==> src/rtl/cariomart_pkg.sv <==
// Shared constants and state encodings for the controller link receiver.
package cariomart_pkg;

  localparam int unsigned FRAME_LEN  = 5;
  localparam int unsigned OFF_SYNC   = 0;
  localparam int unsigned OFF_STEER  = 1;
  localparam int unsigned OFF_THR    = 2;
  localparam int unsigned OFF_BTN    = 3;
  localparam int unsigned OFF_CHK    = 4;
  localparam logic [7:0]  SYNC_BYTE_DEF = 8'hA5;

  typedef enum logic [2:0] {HUNT, STEER, THR, BTN, CHK} parser_state_e;

  typedef enum logic [2:0] {RX_IDLE, RX_START, RX_DATA, RX_STOP, RX_WAIT} rx_state_e;

  // Rounded clock divider producing one tick per oversample slot.
  function automatic int unsigned baud_div(input int unsigned clk_hz, input int unsigned baud,
                                           input int unsigned os);
    return (clk_hz + (baud * os) / 2) / (baud * os);
  endfunction

  function automatic logic [7:0] frame_sum(input logic [7:0] a, input logic [7:0] b,
                                           input logic [7:0] c);
    return 8'(a + b + c);
  endfunction

endpackage

==> src/rtl/uart_rx_8n1.sv <==
// 8N1 UART receiver: 2-FF synchroniser, oversample tick divider and bit FSM.
module uart_rx_8n1
  import cariomart_pkg::*;
#(
  parameter int unsigned CLK_HZ     = 40000000,
  parameter int unsigned BAUD       = 57600,
  parameter int unsigned OVERSAMPLE = 16
) (
  input  logic       clk,
  input  logic       rst,
  input  logic       rxd,
  output logic [7:0] rx_byte,
  output logic       byte_valid,
  output logic       framing_err
);

  localparam int unsigned DIV  = baud_div(CLK_HZ, BAUD, OVERSAMPLE);
  localparam int unsigned DW   = (DIV > 1) ? $clog2(DIV) : 1;
  localparam int unsigned OW   = $clog2(OVERSAMPLE);
  localparam int unsigned HALF = OVERSAMPLE / 2 - 1;
  localparam int unsigned LAST = OVERSAMPLE - 1;

  rx_state_e     state_q, state_d;
  logic [1:0]    sync_q;
  logic          prev_q;
  logic [DW-1:0] div_q, div_d;
  logic [OW-1:0] os_q, os_d;
  logic [2:0]    bit_q, bit_d;
  logic [7:0]    sh_q, sh_d;
  logic          valid_q, valid_d;
  logic          ferr_q, ferr_d;
  logic          rxs, fall, tick;

  assign rxs  = sync_q[1];
  assign fall = prev_q & ~rxs;
  assign tick = (div_q == DW'(DIV - 1));

  always_ff @(posedge clk or posedge rst) begin
    if (rst) begin
      sync_q <= 2'b11;
      prev_q <= 1'b1;
    end else begin
      sync_q <= {sync_q[0], rxd};
      prev_q <= rxs;
    end
  end

  always_ff @(posedge clk or posedge rst) begin
    if (rst) state_q <= RX_IDLE;
    else     state_q <= state_d;
  end

  always_comb begin
    state_d = state_q;
    div_d   = tick ? '0 : DW'(div_q + 1'b1);
    os_d    = os_q;
    bit_d   = bit_q;
    sh_d    = sh_q;
    valid_d = 1'b0;
    ferr_d  = 1'b0;
    unique case (state_q)
      RX_IDLE: begin
        div_d = '0;
        os_d  = '0;
        if (fall) state_d = RX_START;
      end
      RX_START: if (tick) begin
        os_d = OW'(os_q + 1'b1);
        // Mid start bit: a high line here means the edge was a glitch.
        if (os_q == OW'(HALF)) begin
          os_d    = '0;
          bit_d   = '0;
          state_d = rxs ? RX_IDLE : RX_DATA;
        end
      end
      RX_DATA: if (tick) begin
        os_d = OW'(os_q + 1'b1);
        if (os_q == OW'(LAST)) begin
          os_d  = '0;
          sh_d  = {rxs, sh_q[7:1]};
          bit_d = 3'(bit_q + 1'b1);
          if (bit_q == 3'd7) state_d = RX_STOP;
        end
      end
      RX_STOP: if (tick) begin
        os_d = OW'(os_q + 1'b1);
        if (os_q == OW'(LAST)) begin
          os_d = '0;
          if (rxs) begin
            valid_d = 1'b1;
            state_d = RX_IDLE;
          end else begin
            ferr_d  = 1'b1;
            state_d = RX_WAIT;
          end
        end
      end
      RX_WAIT: begin
        div_d = '0;
        if (rxs) state_d = RX_IDLE;
      end
      default: state_d = RX_IDLE;
    endcase
  end

  always_ff @(posedge clk or posedge rst) begin
    if (rst) begin
      div_q   <= '0;
      os_q    <= '0;
      bit_q   <= '0;
      sh_q    <= '0;
      valid_q <= 1'b0;
      ferr_q  <= 1'b0;
    end else begin
      div_q   <= div_d;
      os_q    <= os_d;
      bit_q   <= bit_d;
      sh_q    <= sh_d;
      valid_q <= valid_d;
      ferr_q  <= ferr_d;
    end
  end

  assign rx_byte     = sh_q;
  assign byte_valid  = valid_q;
  assign framing_err = ferr_q;

endmodule

==> src/rtl/controller_frame_rx.sv <==
// Controller link receiver: frame parser, shadow/output registers, timeout, IRQ and counter.
module controller_frame_rx
  import cariomart_pkg::*;
#(
  parameter int unsigned CLK_HZ         = 40000000,
  parameter int unsigned BAUD           = 57600,
  parameter int unsigned OVERSAMPLE     = 16,
  parameter logic [7:0]  SYNC_BYTE      = SYNC_BYTE_DEF,
  parameter int unsigned TIMEOUT_CYCLES = 80000
) (
  input  logic        FAB_CLK,
  input  logic        FAB_RESET,
  input  logic        RXD,
  input  logic        IRQ_CLR,
  output logic [7:0]  FRAME_STEER,
  output logic [7:0]  FRAME_THROTTLE,
  output logic [7:0]  FRAME_BUTTONS,
  output logic        FRAME_VALID,
  output logic        FRAME_IRQ,
  output logic        ERR_CHECKSUM,
  output logic        ERR_FRAMING,
  output logic [15:0] FRAME_COUNT
);

  localparam int unsigned TW = $clog2(TIMEOUT_CYCLES + 1);

  logic [7:0] rx_byte;
  logic       rx_valid, rx_ferr;

  uart_rx_8n1 #(.CLK_HZ(CLK_HZ), .BAUD(BAUD), .OVERSAMPLE(OVERSAMPLE)) u_rx (
    .clk        (FAB_CLK),
    .rst        (FAB_RESET),
    .rxd        (RXD),
    .rx_byte    (rx_byte),
    .byte_valid (rx_valid),
    .framing_err(rx_ferr)
  );

  parser_state_e state_q, state_d;
  logic [7:0]    steer_sh_q, steer_sh_d, thr_sh_q, thr_sh_d, btn_sh_q, btn_sh_d;
  logic [7:0]    steer_q, steer_d, thr_q, thr_d, btn_q, btn_d;
  logic          valid_q, valid_d, irq_q, irq_d, ecks_q, ecks_d, efrm_q, efrm_d;
  logic [15:0]   count_q, count_d;
  logic [TW-1:0] tmo_q, tmo_d;
  logic          load_c, cks_bad_c;

  always_ff @(posedge FAB_CLK or posedge FAB_RESET) begin
    if (FAB_RESET) state_q <= HUNT;
    else           state_q <= state_d;
  end

  always_comb begin
    state_d    = state_q;
    steer_sh_d = steer_sh_q;
    thr_sh_d   = thr_sh_q;
    btn_sh_d   = btn_sh_q;
    load_c     = 1'b0;
    cks_bad_c  = 1'b0;
    tmo_d      = (state_q == HUNT || rx_valid) ? '0 : TW'(tmo_q + 1'b1);
    if (rx_valid) begin
      unique case (state_q)
        HUNT:  if (rx_byte == SYNC_BYTE) state_d = STEER;
        STEER: begin steer_sh_d = rx_byte; state_d = THR; end
        THR:   begin thr_sh_d   = rx_byte; state_d = BTN; end
        BTN:   begin btn_sh_d   = rx_byte; state_d = CHK; end
        CHK: begin
          if (rx_byte == frame_sum(steer_sh_q, thr_sh_q, btn_sh_q)) load_c = 1'b1;
          else                                                     cks_bad_c = 1'b1;
          state_d = HUNT;
        end
        default: state_d = HUNT;
      endcase
    end else if (state_q != HUNT && (rx_ferr || tmo_q == TW'(TIMEOUT_CYCLES - 1))) begin
      state_d = HUNT;
    end

    // All output fields update together on a good frame; set beats clear.
    steer_d = load_c ? steer_sh_q : steer_q;
    thr_d   = load_c ? thr_sh_q   : thr_q;
    btn_d   = load_c ? btn_sh_q   : btn_q;
    count_d = load_c ? 16'(count_q + 16'd1) : count_q;
    valid_d = load_c;
    irq_d   = load_c | (irq_q & ~IRQ_CLR);
    ecks_d  = cks_bad_c;
    efrm_d  = rx_ferr;
  end

  always_ff @(posedge FAB_CLK or posedge FAB_RESET) begin
    if (FAB_RESET) begin
      steer_sh_q <= '0;
      thr_sh_q   <= '0;
      btn_sh_q   <= '0;
      steer_q    <= '0;
      thr_q      <= '0;
      btn_q      <= '0;
      count_q    <= '0;
      valid_q    <= 1'b0;
      irq_q      <= 1'b0;
      ecks_q     <= 1'b0;
      efrm_q     <= 1'b0;
      tmo_q      <= '0;
    end else begin
      steer_sh_q <= steer_sh_d;
      thr_sh_q   <= thr_sh_d;
      btn_sh_q   <= btn_sh_d;
      steer_q    <= steer_d;
      thr_q      <= thr_d;
      btn_q      <= btn_d;
      count_q    <= count_d;
      valid_q    <= valid_d;
      irq_q      <= irq_d;
      ecks_q     <= ecks_d;
      efrm_q     <= efrm_d;
      tmo_q      <= tmo_d;
    end
  end

  assign FRAME_STEER    = steer_q;
  assign FRAME_THROTTLE = thr_q;
  assign FRAME_BUTTONS  = btn_q;
  assign FRAME_VALID    = valid_q;
  assign FRAME_IRQ      = irq_q;
  assign ERR_CHECKSUM   = ecks_q;
  assign ERR_FRAMING    = efrm_q;
  assign FRAME_COUNT    = count_q;

endmodule

==> config.mk <==
export PLATFORM = sky130hd
export DESIGN_NAME = controller_frame_rx
export DESIGN_NICKNAME = d
export VERILOG_FILES = /design/src/rtl/cariomart_pkg.sv /design/src/rtl/uart_rx_8n1.sv /design/src/rtl/controller_frame_rx.sv
export SDC_FILE = /design/constraint.sdc
export NUM_CORES = 1
export LEC_CHECK = 0
export ABC_AREA = 1
export BUFFER_PORTS_ARGS = -buffer_cell sky130_fd_sc_hd__buf_2
export CAP_MARGIN = 20
export CORE_MARGIN = 2
export CORE_UTILIZATION = 40
export DETAILED_ROUTE_END_ITERATION = 8
export GPL_TIMING_DRIVEN = 1
export PLACE_DENSITY_LB_ADDON = 0.2
export SYNTH_ARGS = -nofsm -noshare
export SYNTH_HDL_FRONTEND = slang
export SYNTH_SLANG_ARGS = --single-unit
==> constraint.sdc <==
create_clock -name FAB_CLK -period 3.6 [get_ports FAB_CLK]
set_input_delay 0.72 -clock FAB_CLK [delete_from_list [all_inputs] [get_ports FAB_CLK]]
set_output_delay 0.72 -clock FAB_CLK [all_outputs]
set_load 0.02 [all_outputs]
==> results.ini, run 1 <==
[route]
met3WireLength_microns=433
wire_per_inst_microns=12.8
top_layer=met4
dr.pass1.iters=5
wl_met1_microns=5830
finalWirelength_microns=12100
via_count=4630
drtIter0Drc=309
antenna_left=0
route.detailed.drc=0
wl_met2_microns=5690
via_per_inst=4.90

[setup_path]
crit_top_cell=nand2_1
required_ps=3900
rr_worst_depth=13
r2r_slack_ps=460
critPathMaxFanout=13
crit_path_max_incr_delay_ps=510
crit_type=reg -> reg
end_kind=flip-flop
reg2reg_from=steer_sh_q[1]
path_buf_inv=0
crit_chain=fa_1, ha_1, fa_1, nand2_1, nand2_1, nand2_1, nand2_1, nand2_1, nand2_1, a21oi_2, nand4_1, nand2_1, nand2_1
cp-start-kind=flip-flop
crit_start=steer_sh_q[1]
critPathSlowestCell=nand4_1
cp_data_arrival_time_ps=3430
reg2reg_to=FRAME_COUNT[10]
cp_top_family=simple AND/OR/NAND/NOR gates

[grt]
grt.total_usage_pct=16.9
grt_pass1_vias=4551
antenna_found_initial=0
grt_pass1_wl_microns=21400
grt_max_degree=72
overflow=0

[place]
port_buffers=47
dp_hpwl_microns=8440
gp_congestion=0.886

[synth]
syn_area_per_cell_sq_um=8.37
async_flop_share_pct=100
synthMuxAreaShare_pct=0
synthXorXnorAreaFrac_pct=3.92
ys_ff_latch=117
synth_cells=695
synth_edf_count=0
synthDistinctLibCells=36
ys_seq_area_share_pct=50.4
synthFlopType=dfrtp_1
yosys.area.top_type_share_pct=49.1
synthAdderAreaFrac_pct=5.55
yosys-top-cells-count=227 x nand2_1, 114 x dfrtp_1, 64 x inv_1
synth_top_area_cell=dfrtp_1
synth-compound-area-share_pct=7.44
synth.area.top_cells=dfrtp_1 49%, nand2_1 15%, o21ai_0 4.4%, inv_1 4.1%, nand3_1 3.2%
yosysMostFrequentCell=nand2_1
syn-cell-area_sq_um=5820
synth_warnings=0
synth_nets=720
synthSimpleGateAreaFrac_pct=26.5
synth_top_family_by_area=simple AND/OR/NAND/NOR gates

[hold_path]
hp-class=reg -> reg
whs_path_depth=0
holdPathEnd=u_rx.sync_q[1]
min_from=u_rx.sync_q[0]

[die]
rows=44
core-area_sq_um=14400
ios=48
fp.dieW_microns=125
fp.dieH_microns=125
die_area_sq_um=15500
initial_core_util_pct=40.5

[sta]
setup-tns-final_ps=0
min_period_over_period_pct=87.1
period_needed_ps=3140
max-slew-margin-rel_pct=39.7
fmaxAchievable_mhz=319
rsz0062_at_grt=false
slew_viol_final=0
worstMarginPinSlew_ps=904
setup_violations=0
finClkSkew_ps=7.07
hold_violations=0

[final_layout]
drive_above_1_share_pct=13.0
fillers=1362
synthToLayoutAreaGrowth_pct=18.0
nNetsFinal=773
num_antenna_cells=0

[power_and_ir_drop]
p_leak_nw=3.52
finalPower_mw=3.43
power_frac_seq_pct=40.6
switching_share_pct=23.2
pwr-share-clk_pct=52.7
powerDensity_nw_per_um2=501
ir_worst_vdd_uv=291
p_switching_mw=0.798
p_int_mw=2.64
p_comb_share_pct=6.7

[clock_tree]
clock_latency_ps=420
htree_num_levels=4
cts-root-buf=clkbuf_16
tritoncts=yes
cts_buffers=17
clockBufferDepth=2
cts_setup_buffers=0
clock-sinks=117
clk_pin_slew_ps=50
postCtsHoldBufs=0
cts_resized=0

[flow_run]
drv_cap=0

[run_status]
outcome=complete, no violations

==> power by group through the flow <==
stage                     Clock (mW)  Sequential (mW)  Combinational (mW)
after floorplan                    0             1.40               0.194
after global placement             0             1.41               0.228
after global routing            1.91             1.40               0.279
after detailed placement           0             1.42               0.233
after CTS                       1.85             1.39               0.234
final                           1.81             1.39               0.230
==> state kept, by name, indices dropped and copies added, names as in the netlist, 2 cells and up <==
| register | flops |
|---|---|
| tmo_q | 17 |
| steer_sh_q | 8 |
| u_rx.os_q | 4 |
| FRAME_STEER | 8 |
| btn_sh_q | 8 |
| FRAME_THROTTLE | 8 |
| state_q | 3 |
| u_rx.rx_byte | 8 |
| FRAME_BUTTONS | 8 |
| u_rx.sync_q | 2 |
| u_rx.div_q | 6 |
| thr_sh_q | 8 |
| u_rx.bit_q | 3 |
| FRAME_COUNT | 16 |
| u_rx.state_q | 3 |
==> cell families after synthesis <==
group                    Yosys count
AND/OR/NAND/NOR                  363
flip-flops                       117
buffers and inverters             87
AO/OA/AOI/OAI                     81
XOR/XNOR                          26
adder cells (fa/ha/maj)           21
==> stage by stage <==
stage	hold slack (ps)	cell area, sq um	util [%]	instances	worst slack [ps]
after floorplan	345	5820	-	695	993
after global placement	347	6220	43.3	913	633
after detailed placement	347	6220	43.3	913	503
after CTS	355	6860	47.7	945	495
after global routing	358	6860	47.7	945	188
final	355	6860	47.7	945	465
==> worst max path at each step <==
stage / to / depth (start not counted)
4_1_cts: FRAME_COUNT[3] / 13
5_1_grt: FRAME_COUNT[11] / 13
3_5_place_dp: FRAME_COUNT[10] / 13
6_report: FRAME_COUNT[10] / 13
2_1_floorplan: FRAME_COUNT[8] / 14
3_3_place_gp: FRAME_COUNT[15] / 12
==> layer usage <==
layer	vias to the layer above	track usage, %
li1	2351	-
met5	-	0
met2	87	27.2
met1	2179	22.1
met3	13	3.99
met4	0	6.94
==> cells in the final DEF, fill, tap and decap left out, types with 3 or more instances in the layout <==
master	instances
a21oi_1	17
buf_2	47
buf_4	4
bufinv_16	4
clkbuf_16	17
clkbuf_8	3
clkinv_2	4
clkinvlp_4	4
dfrtp_1	114
dfstp_2	3
fa_1	8
ha_1	13
inv_1	63
inv_2	4
nand2_1	227
nand3_1	37
nand4_1	23
nor2_1	48
nor3_1	16
nor4_1	3
o21ai_0	51
o21ai_1	3
xnor2_1	13
xor2_1	13
==> area by class of cell <==
type / count / area (sq um) / area share (%)
timing repair buffer: 51 / 265 / 3.87
clock inverter: 12 / 175 / 2.55
tap: 184 / 230 / 3.36
clock buffer: 20 / 467 / 6.80
inverter: 70 / 268 / 3.90
sequential: 117 / 2930 / 42.7
multi-input combinational: 491 / 2520 / 36.8
Note: power is estimated with default switching activity, not from simulation.
==> inputs of run 2 (changes only) <==
Settings changed: CORE_UTILIZATION 40 to 50.
==> run 2 against run 1 <==
  * Clock skew fell by 1.3 ps
  * Hold slack improved by 0.71 ps
  * Critical path depth did not move
  * First-iteration DRC count rose by 25%
  * Critical path type unchanged
  * Largest cell class unchanged
  * Highest routed layer unchanged
==> results.ini, run 2 (synthesis results as in run 1) <==
[clock_tree]
cts_resized=0  ; unchanged
clock_latency_ps=410  ; about the same
cts_setup_buffers=0  ; unchanged
cts-root-buf=clkbuf_16
postCtsHoldBufs=0  ; unchanged
clk_pin_slew_ps=50  ; about the same
htree_num_levels=4  ; unchanged
clock-sinks=117  ; unchanged
tritoncts=yes
clockBufferDepth=2  ; unchanged
cts_buffers=17  ; unchanged

[setup_path]
critPathSlowestCell=fa_1
path_buf_inv=0  ; unchanged
end_kind=flip-flop
crit_type=reg -> reg
crit_path_max_incr_delay_ps=490  ; -20 ps
critPathMaxFanout=13  ; unchanged
required_ps=3890  ; about the same
cp-start-kind=flip-flop
cp_data_arrival_time_ps=3380  ; -50 ps
reg2reg_from=steer_sh_q[1]
cp_top_family=simple AND/OR/NAND/NOR gates
crit_top_cell=nand2_1
r2r_slack_ps=510  ; +50 ps
reg2reg_to=FRAME_COUNT[6]
crit_chain=fa_1, ha_1, fa_1, nand2_1, nand2_1, nand2_1, nand2_1, nand2_1, nand2_1, a21oi_2, nand4_1, nand2_1, nand2_1
rr_worst_depth=13  ; unchanged

[route]
route.detailed.drc=0  ; unchanged
dr.pass1.iters=4  ; -1
finalWirelength_microns=11800  ; -2.8%
drtIter0Drc=386  ; +25%
via_per_inst=5.13  ; +4.8%
via_count=4635  ; +0.11%
antenna_left=0  ; unchanged
wire_per_inst_microns=13.0  ; +1.7%

[die]
ios=48  ; unchanged
fp.dieH_microns=112  ; -10%
rows=39  ; -11%
initial_core_util_pct=51.1  ; +11 points
core-area_sq_um=11400  ; -21%
die_area_sq_um=12500  ; -19%
fp.dieW_microns=112  ; -10%

[final_layout]
final_cell_mix=227 x nand2_1, 114 x dfrtp_1, 63 x inv_1
fin_cells=903  ; -4.4%
regMostFlops=tmo_q
largest_reg_flops=17  ; unchanged
final_common_cell=nand2_1
nNetsFinal=772  ; -0.13%
synthToLayoutAreaGrowth_pct=16.2
drive_above_1_share_pct=12.6  ; -0.38 points
num_antenna_cells=0  ; unchanged

[power_and_ir_drop]
powerDensity_nw_per_um2=485  ; -3.0%
ir_worst_vdd_uv=419  ; +44%
p_leak_nw=3.50  ; -0.57%

[sta]
slew_viol_final=0  ; unchanged
rsz0062_at_grt=false
max-slew-margin-rel_pct=38.9  ; -0.77 points
fin_ws_ps=511  ; +46.7 ps
setup-tns-final_ps=0  ; unchanged
min_period_over_period_pct=85.8  ; -1.3 points
finClkSkew_ps=5.77  ; -1.30 ps
fmaxAchievable_mhz=324  ; +1.5%
hold_violations=0  ; unchanged
period_needed_ps=3090  ; -46.7 ps
worstMarginPinSlew_ps=914  ; +9.59 ps
setup_violations=0  ; unchanged

[hold_path]
whs_path_depth=0  ; unchanged
hp-class=reg -> reg
holdPathEnd=u_rx.sync_q[1]
min_from=u_rx.sync_q[0]

[run_status]
outcome=complete, no violations

[grt]
grt_pass1_wl_microns=20800  ; -2.8%
grt.total_usage_pct=20.4  ; +3.5 points
antenna_found_initial=0  ; unchanged
grt_max_degree=76  ; +5.6%
grt_pass1_vias=4559  ; +0.18%
overflow=0  ; unchanged

[place]
dp_slack_ps=527  ; +24.3 ps
port_buffers=47  ; unchanged
dp_cells=871  ; -4.6%
dp_hpwl_microns=8250  ; -2.2%
gp_congestion=0.811  ; -8.5%

[flow_run]
drv_cap=0  ; unchanged

-- run 2: changes by cell type in the layout (fill, tap and decap cells not counted), sizes merged --
cell      before  now
buf           51   50
bufinv         4    2
clkbuf        20   23
clkinv         6    7
clkinvlp       4    3
inv           68   67
-- run 2: area by class of cell --
cell class              count  area (sq um)
repair buffers             50           270
inverters                  70           268
clock inverters             9           100
flip-flops and latches    117          2930
well taps                 143           179
multi-input cells         491          2520
fillers                   995          4610
clock buffers              23           488
-- run 2: metrics by stage --
step / cell area, sq um / power, mW / util, % / hold slack, ps
2_1_floorplan: 5820 / 1.60 / - / 345
3_3_place_gp: 6170 / 1.64 / 54.3 / 346
3_5_place_dp: 6170 / 1.65 / 54.3 / 349
4_1_cts: 6760 / 3.31 / 59.5 / 357
5_1_grt: 6760 / 3.42 / 59.5 / 367
6_report: 6760 / 3.28 / 59.5 / 356
-- run 2: how the worst max path moves through the flow --
stage | startpoint | endpoint | cells after the start
floorplan | steer_sh_q[1] | FRAME_COUNT[8] | 14
global placement | steer_sh_q[1] | FRAME_COUNT[7] | 13
detailed placement | steer_sh_q[1] | FRAME_COUNT[6] | 13
CTS | steer_sh_q[1] | FRAME_COUNT[6] | 13
global route | steer_sh_q[1] | FRAME_COUNT[6] | 13
finish | steer_sh_q[1] | FRAME_COUNT[6] | 13
-- run 2: layer usage --
layer | global-route usage (%) | vias to the layer above | part of all wire (%) | routed length, microns
met5 | 0 | - | 0 | 0
met4 | 7.90 | 0 | 1.2 | 142
met3 | 4.68 | 9 | 3.6 | 422
met2 | 33.2 | 78 | 47 | 5570
met1 | 26.9 | 2191 | 48 | 5640
li1 | - | 2357 | - | -
-- run 2: report_power, final --
group / leakage, nW / total (mW) / switching (mW) / internal (mW)
registers: 1.62 / 1.40 / 0.0419 / 1.35
logic: 1.59 / 0.232 / 0.159 / 0.0733
clock network: 0.289 / 1.65 / 0.569 / 1.08
total: 3.50 / 3.28 / 0.770 / 2.51
